## config.mk

```make
export PLATFORM = sky130hd
export DESIGN_NAME = i2s_mic_array_rx
export DESIGN_NICKNAME = d
export VERILOG_FILES = /design/src/rtl/i2s_mic_array_rx.sv
export SDC_FILE = /design/constraint.sdc
export NUM_CORES = 1
export LEC_CHECK = 0
export ABC_AREA = 1
export BUFFER_PORTS_ARGS = -buffer_cell sky130_fd_sc_hd__buf_2
export CELL_PAD_IN_SITES_DETAIL_PLACEMENT = 2
export CELL_PAD_IN_SITES_GLOBAL_PLACEMENT = 2
export CORE_ASPECT_RATIO = 0.5
export CORE_MARGIN = 5
export CORE_UTILIZATION = 36
export DETAILED_ROUTE_END_ITERATION = 8
export PLACE_DENSITY_LB_ADDON = 0.05
export SLEW_MARGIN = 25
export SYNTH_ARGS = -nofsm -noshare
export SYNTH_HDL_FRONTEND = slang
export SYNTH_SLANG_ARGS = --single-unit
```

## constraint.sdc

```tcl
create_clock -name clk -period 6.4 [get_ports clk]
set_input_delay 1.28 -clock clk [delete_from_list [all_inputs] [get_ports clk]]
set_output_delay 1.28 -clock clk [all_outputs]
set_load 0.005 [all_outputs]
```

## src/rtl/i2s_mic_array_rx.sv

```systemverilog
// I2S master receiver for the three-microphone array: drives WS and deserialises
// the shared-WS SD lines into one parallel word per half-frame (valid/ready out).
module i2s_mic_array_rx #(
    parameter int NUM_MICS  = 3,
    parameter int DATA_BITS = 24
) (
    input  logic                          clk,
    input  logic                          reset,
    input  logic                          en,
    input  logic [NUM_MICS-1:0]           sd,
    output logic                          ws,
    output logic [NUM_MICS*DATA_BITS-1:0] out_data,
    output logic                          out_chan,
    output logic                          out_valid,
    input  logic                          out_ready,
    output logic                          overrun,
    input  logic                          clr_overrun,
    output logic                          busy
);

    typedef enum logic [1:0] {IDLE, RUN, DRAIN} state_t;

    localparam logic [4:0] LAST_K = 5'(DATA_BITS);

    state_t                               state;
    logic [5:0]                           bcnt;
    logic [5:0]                           bcnt_nxt;
    logic [4:0]                           k;
    logic                                 active;
    logic                                 capture;
    logic                                 last_bit;
    logic                                 load_pend;
    logic                                 pend_chan;
    logic [NUM_MICS-1:0][DATA_BITS-1:0]   shreg;

    assign k        = bcnt[4:0];
    assign active   = (state != IDLE);
    assign capture  = active && (k != 5'd0) && (k <= LAST_K);
    assign last_bit = active && (k == LAST_K);

    always_comb begin
        bcnt_nxt = bcnt + 6'd1;
        if (state == IDLE)
            bcnt_nxt = '0;
    end

    always_ff @(posedge clk or posedge reset) begin
        if (reset) begin
            state <= IDLE;
            busy  <= 1'b0;
            bcnt  <= '0;
            ws    <= 1'b0;
        end else begin
            bcnt <= bcnt_nxt;
            ws   <= bcnt_nxt[5];
            case (state)
                IDLE: begin
                    if (en) begin
                        state <= RUN;
                        busy  <= 1'b1;
                    end
                end
                RUN: begin
                    if (!en)
                        state <= DRAIN;
                end
                DRAIN: begin
                    if (en) begin
                        state <= RUN;
                    end else if (bcnt == 6'd63) begin
                        state <= IDLE;
                        busy  <= 1'b0;
                    end
                end
                default: begin
                    state <= IDLE;
                    busy  <= 1'b0;
                end
            endcase
        end
    end

    // The load is deferred one edge after the LSB via load_pend, so DATA_BITS=31
    // (load at k=0 of the next slot) also works when that edge falls in IDLE.
    always_ff @(posedge clk or posedge reset) begin
        if (reset) begin
            shreg     <= '0;
            load_pend <= 1'b0;
            pend_chan <= 1'b0;
            out_data  <= '0;
            out_chan  <= 1'b0;
            out_valid <= 1'b0;
            overrun   <= 1'b0;
        end else begin
            if (capture) begin
                for (int unsigned i = 0; i < unsigned'(NUM_MICS); i++)
                    shreg[i] <= DATA_BITS'({shreg[i], sd[i]});
            end
            load_pend <= last_bit;
            if (last_bit)
                pend_chan <= bcnt[5];
            if (load_pend) begin
                out_data  <= shreg;
                out_chan  <= pend_chan;
                out_valid <= 1'b1;
                if (out_valid && !out_ready)
                    overrun <= 1'b1;
                else if (clr_overrun)
                    overrun <= 1'b0;
            end else begin
                if (out_ready)
                    out_valid <= 1'b0;
                if (clr_overrun)
                    overrun <= 1'b0;
            end
        end
    end

endmodule

```

# Word level (Yosys, flattened, before mapping)
# Index checks and enable logic that the tools add are counted.
# classes
n_mux	15
n_bitwise	1
n_eq_ne	9
order_cmp	1
n_reduce_logical	11
n_addsub	1
# ops
op	count
1-bit two-way mux	8
2-bit two-way mux	4
2-bit inequality test, second input constant	4
6-bit by 1-bit adder with 6-bit output, second input constant	1
6-bit == test, second input constant	1
6-bit two-way mux	1
2-bit one-hot mux with 3 select lines	1
5-bit == test, second input constant	1
5-bit <= comparator, second input constant	1
5-bit nonzero test	1
1-bit logical AND	4
4-bit AND reduction	1
2-bit nonzero test	2
3-bit inequality test, second input constant	1
1-bit one-hot mux with 3 select lines	1
3-bit AND reduction	1
2-bit by 1-bit == test with 1-bit output, second input constant	1
2-bit == test, second input constant	1
2-bit logical NOT	1
1-bit logical NOT	1
1-bit inverter	1
# word_totals
regBits	159
in_bits	8
wordCells	51

# Logic depth before layout (Yosys ltp)
# depth
ltp_word	4
depth_mapped	10

# Least setup slack after synthesis
# No wires, ideal clock.
# synth_timing
path_kind	in2reg
from	input port en
to	register busy
path_stages	7
setup_time_ns	0.116
arrival_ns	1.589
t_required_ns	6.284
slack_ns	4.695
path_buffers	0
cell_sequence	inv_1 nand2_1 nand2_1 inv_1 nand3_1 nand2_1 nand2_1
# synth_via
elab_chain_len	2
elab_cells_between_ends	3
# synth_lines
item	line	source
start, declared	9	input logic en,
2-bit inequality test (no source line)	--	
4-bit AND reduction (no source line) (*)	--	
end signal, assigned	50	busy <= 1'b0;
end signal, assigned	60	busy <= 1'b1;
end signal, assigned	72	busy <= 1'b0;
end, declared	18	output logic busy
# Every way passes the cells marked *; elsewhere a longest branch is shown, timed or not.
# A chain may end at the register's enable or synchronous reset.

# Worst setup path in the final report
# layout_timing
from	register bcnt[0]
to	register shreg[41] (netlist name)
# layout_via
elab_chain_len	3
elab_cells_between_ends	4
# layout_lines
item	line	source
start, declared	26	logic [5:0] bcnt;
start signal, assigned	54	bcnt <= bcnt_nxt;
parallel branches: the longest is 2 deep, another holds 5-bit <= comparator	--	
1-bit logical AND (*)	38	assign capture = active && (k != 5'd0) && (k <= LAST_K);
end signal, assigned by index	97	shreg[i] <= DATA_BITS'({shreg[i], sd[i]});
end, declared	34	logic [NUM_MICS-1:0][DATA_BITS-1:0] shreg;
# Every way passes the cells marked *.

==> summary.md <==
| Metric | Value |
|---|---|
| Critical Path Max Stage Delay | 650 ps |
| TritonCTS buffer count | 17 |
| R2r worst-path depth | 9 |
| Largest net degree at the start of global routing | 113 |
| DR vias | 4335 |
| Initial antenna violation count | 0 |
| HP Class | flop to flop |
| Endpoints failing hold | 0 |
| Max_slew headroom | 35.86% |
| CTS tree | done |
| Avg Cell Area, Syn | 9.783 um^2 |
| Register area | 3954 um^2 |
| Worst r2r src | bcnt[0]$_DFF_PP0_ |
| Die H | 101.3 um |
| Post-DP HPWL | 8651 um |
| I/O Buffers | 84 |
| Clk root buf | clkbuf_16 |
| Status | finished clean |
| Pleak | 0.003519 uW |
| Setup TNS | 0 ps |
| Mapped Nets | 623 |
| Critical path class | flop to flop |
| Worst skew pair latency | 410 ps |
| Reg-to-reg endpoint | shreg[41]$_DFFE_PP0P_ |
| Max Clk Rate | 0.4357 GHz |
| Cts hold-fix bufs | 0 |
| Vias in the first global route | 4828 |
| Clock sinks | 158 |
| DRT iter0 DRCs | 182 |
| Max Clock Skew | 8.845 ps |
| Worst setup EP type | flop |
| NumNets Final | 699 |
| VDD IR max | 0.1906 mV |
| Logic pwr share | 15.2% |
| Final min period | 2295 ps |
| Fill cell count | 1815 |
| Max_cap viols | 0 |
| Routed wire length | 13940 um |
| Setup violators final | 0 |
| Drc violations | 0 |
| I/O pin total | 85 |
| Switch share | 29.90% |
| Worst Min Path Start | busy$_DFFE_PP0P_ |
| Max clock buf depth | 2 |
| Routed vias/inst | 4.676 |
| CP delay by family, top | buffers and inverters |
| Setup crit start kind | flop |
| Worst-margin pin slew | 962.1 ps |
| Synthesized netlist cell count | 613 |
| Global-route wire length before repair | 23940 um |
| RSZ-0062 raised after global routing | no |
| Total track usage | 15.28% |
| Crit-path most repeated cell | inv_1 |
| Seq pwr share | 48.9% |
| Multi-input gate area | 1526 um^2 |
| Routability cong. | 0.6855 |
| Sequential element share of the synthesized area | 65.93% |
| Crit-path slowest cell | buf_6 |
| Sw power | 787.4 uW |
| Worst-path cell chain | inv_1 > ha_1 > inv_1 > nor2_1 > nand3_2 > nand3_4 > buf_6 > nand2_1 > o21ai_1 |
| PD cells | 371.3 nW/um^2 |
| Unique masters post-synth | 23 |
| Post-CTS Resized | 0 |
| Top cell type's share of synthesized area | 65.93% |
| Reg-to-reg slack, setup | 4100 ps |
| Worst hold endpoint | busy$_DFFE_PP0P_ |
| Slew Limit Fails | 0 |
| Die W | 192.5 um |
| Worst path arrival time | 2610 ps |
| Worst hold path depth | 2 |
| P&R area growth vs syn | 18.26% |
| Pre-Repair DR Iteration Count | 4 |
| Clk slew on worst S/H paths | 60 ps |
| Top cells by area, synth | dfrtp_1 (66%), nand2_1 (10%), o21ai_0 (6.3%) |
| H-tree levels | 4 |
| Mapped cell area | 5997 um^2 |
| Wire length per cell | 15.03 um |
| Post CTS Setup Buffer Count | 0 |
| Synth warn | 0 |
| Fin crit share | 35.86% |
| Crit-path max FO | 112 |
| N_diodes | 0 |
| WP buf/inv | 3 |
| Remaining global-route overflow | 0 |
| Clock share of power | 36.0% |
| Core footprint | 16350 um^2 |
| Cell taking the most area after synthesis | dfrtp_1 |
| Cell row count | 33 |
| Total Power | 2633 uW |
| Share of layout cells above drive strength 1 | 17.71% |
| Yosys reg bits | 158 |
| Required time worst endpoint | 6720 ps |
| Full die area | 19500 um^2 |
| Power Internal | 1846 uW |
| Antenna Nets Post-Route | 0 |
| Initial core utilization | 36.68% |
==> worst reg2reg max path, cell delays in order (launching register included) <==
cell     delay, ps
dfrtp_1        410
inv_1           70
ha_1           130
inv_1           50
nor2_1         150
nand3_2        110
nand3_4        270
buf_6          660
nand2_1        210
o21ai_1        140
==> logic make-up after synthesis <==
family                   after synthesis  share of synthesized area, %
AO/OA/AOI/OAI                        153                         13.00
flip-flops                           158                         65.93
AND/OR/NAND/NOR                      182                         12.04
buffers and inverters                118                         8.617
adder cells (fa/ha/maj)                2                        0.4172
==> cell usage in the layout (no fill, tap or decap) <==
master and count:
nor2_1 5, clkinv_4 3, a21oi_1 6, nand3_4 1, o22ai_1 1, inv_4 1
buf_4 2, clkbuf_1 2, inv_2 1, clkbuf_16 17, clkinv_2 3, o31ai_1 1
bufinv_16 1, clkbuf_8 1, clkinvlp_4 3, inv_1 85, buf_6 1, nand3_2 1
nand4_1 1, nand3_1 5, nand2_1 167, o21ai_2 2, dfrtp_1 158, o21ai_0 76
buf_2 84, o21bai_1 1, or2_2 1, nor2_4 1, o21ai_1 66, inv_8 1
ha_1 2
==> worst max path at each step <==
stage	start	endpoint	slack, ps	cells after the start
after floorplan	reset	bcnt[0]$_DFF_PP0_	860	1
after global placement	reset	out_data[24]$_DFFE_PP0P_	3510	3
after detailed placement	reset	out_data[38]$_DFFE_PP0P_	3710	3
after CTS	bcnt[0]$_DFF_PP0_	shreg[41]$_DFFE_PP0P_	3770	9
after global routing	bcnt[0]$_DFF_PP0_	shreg[41]$_DFFE_PP0P_	3890	9
final	bcnt[0]$_DFF_PP0_	shreg[41]$_DFFE_PP0P_	4100	9
==> synth_stat cells, drive strengths merged <==
cell and n:
nand3 7, nor2 6, inv 88, o21bai 1, o21ai 144, buf 21, o31ai 1, ha 2
clkbuf 9, nand4 1, o22ai 1, a21oi 6, or2 1, nand2 167, dfrtp 158
==> final cells by class <==
| type | instances | share of cell area [%] |
|---|---|---|
| flip-flops and latches | 158 | 55.75 |
| clock buffers | 20 | 6.299 |
| multi-input cells | 337 | 21.52 |
| repair buffers | 87 | 6.299 |
| inverters | 88 | 4.799 |
| clock inverters | 10 | 1.323 |
| well taps | 227 | 4.005 |
==> per-layer routing <==
layer | global-route usage (%) | share of wire (%)
met1 | 19.76 | 48
met2 | 25.92 | 48
met3 | 4.442 | 3.6
met4 | 3.286 | 0.63
met5 | 0 | 0
==> power by group through the flow <==
stage                     registers, uW  clock network, uW  logic, uW
after floorplan                    1270                  0        336
after global placement             1290                  0        385
after detailed placement           1300                  0        403
after CTS                          1290                977        415
after global routing               1310               1030        478
final                              1290                947        400
==> sequential cells by signal, indices dropped and copies added, names as in the netlist <==
register and count:
state 2, out_chan 1, bcnt 6, overrun 1
out_data 72, load_pend 1, out_valid 1, pend_chan 1
busy 1, shreg 72
==> per-stage QoR <==
step           hold WS (ps)  instance area, um^2  std cells  utilization [%]  worst slack [ps]
6_report              474.3                 7092        927            43.37              4105
5_1_grt               503.5                 7092        927            43.37              3888
4_1_cts               481.0                 7088        927            43.35              3770
3_5_place_dp          467.5                 6548        897            40.04              3711
3_3_place_gp          462.7                 6545        897            40.03              3508
2_1_floorplan         449.2                 5997        613                -             856.8
No activity file was read; power rests on OpenSTA's default activity.
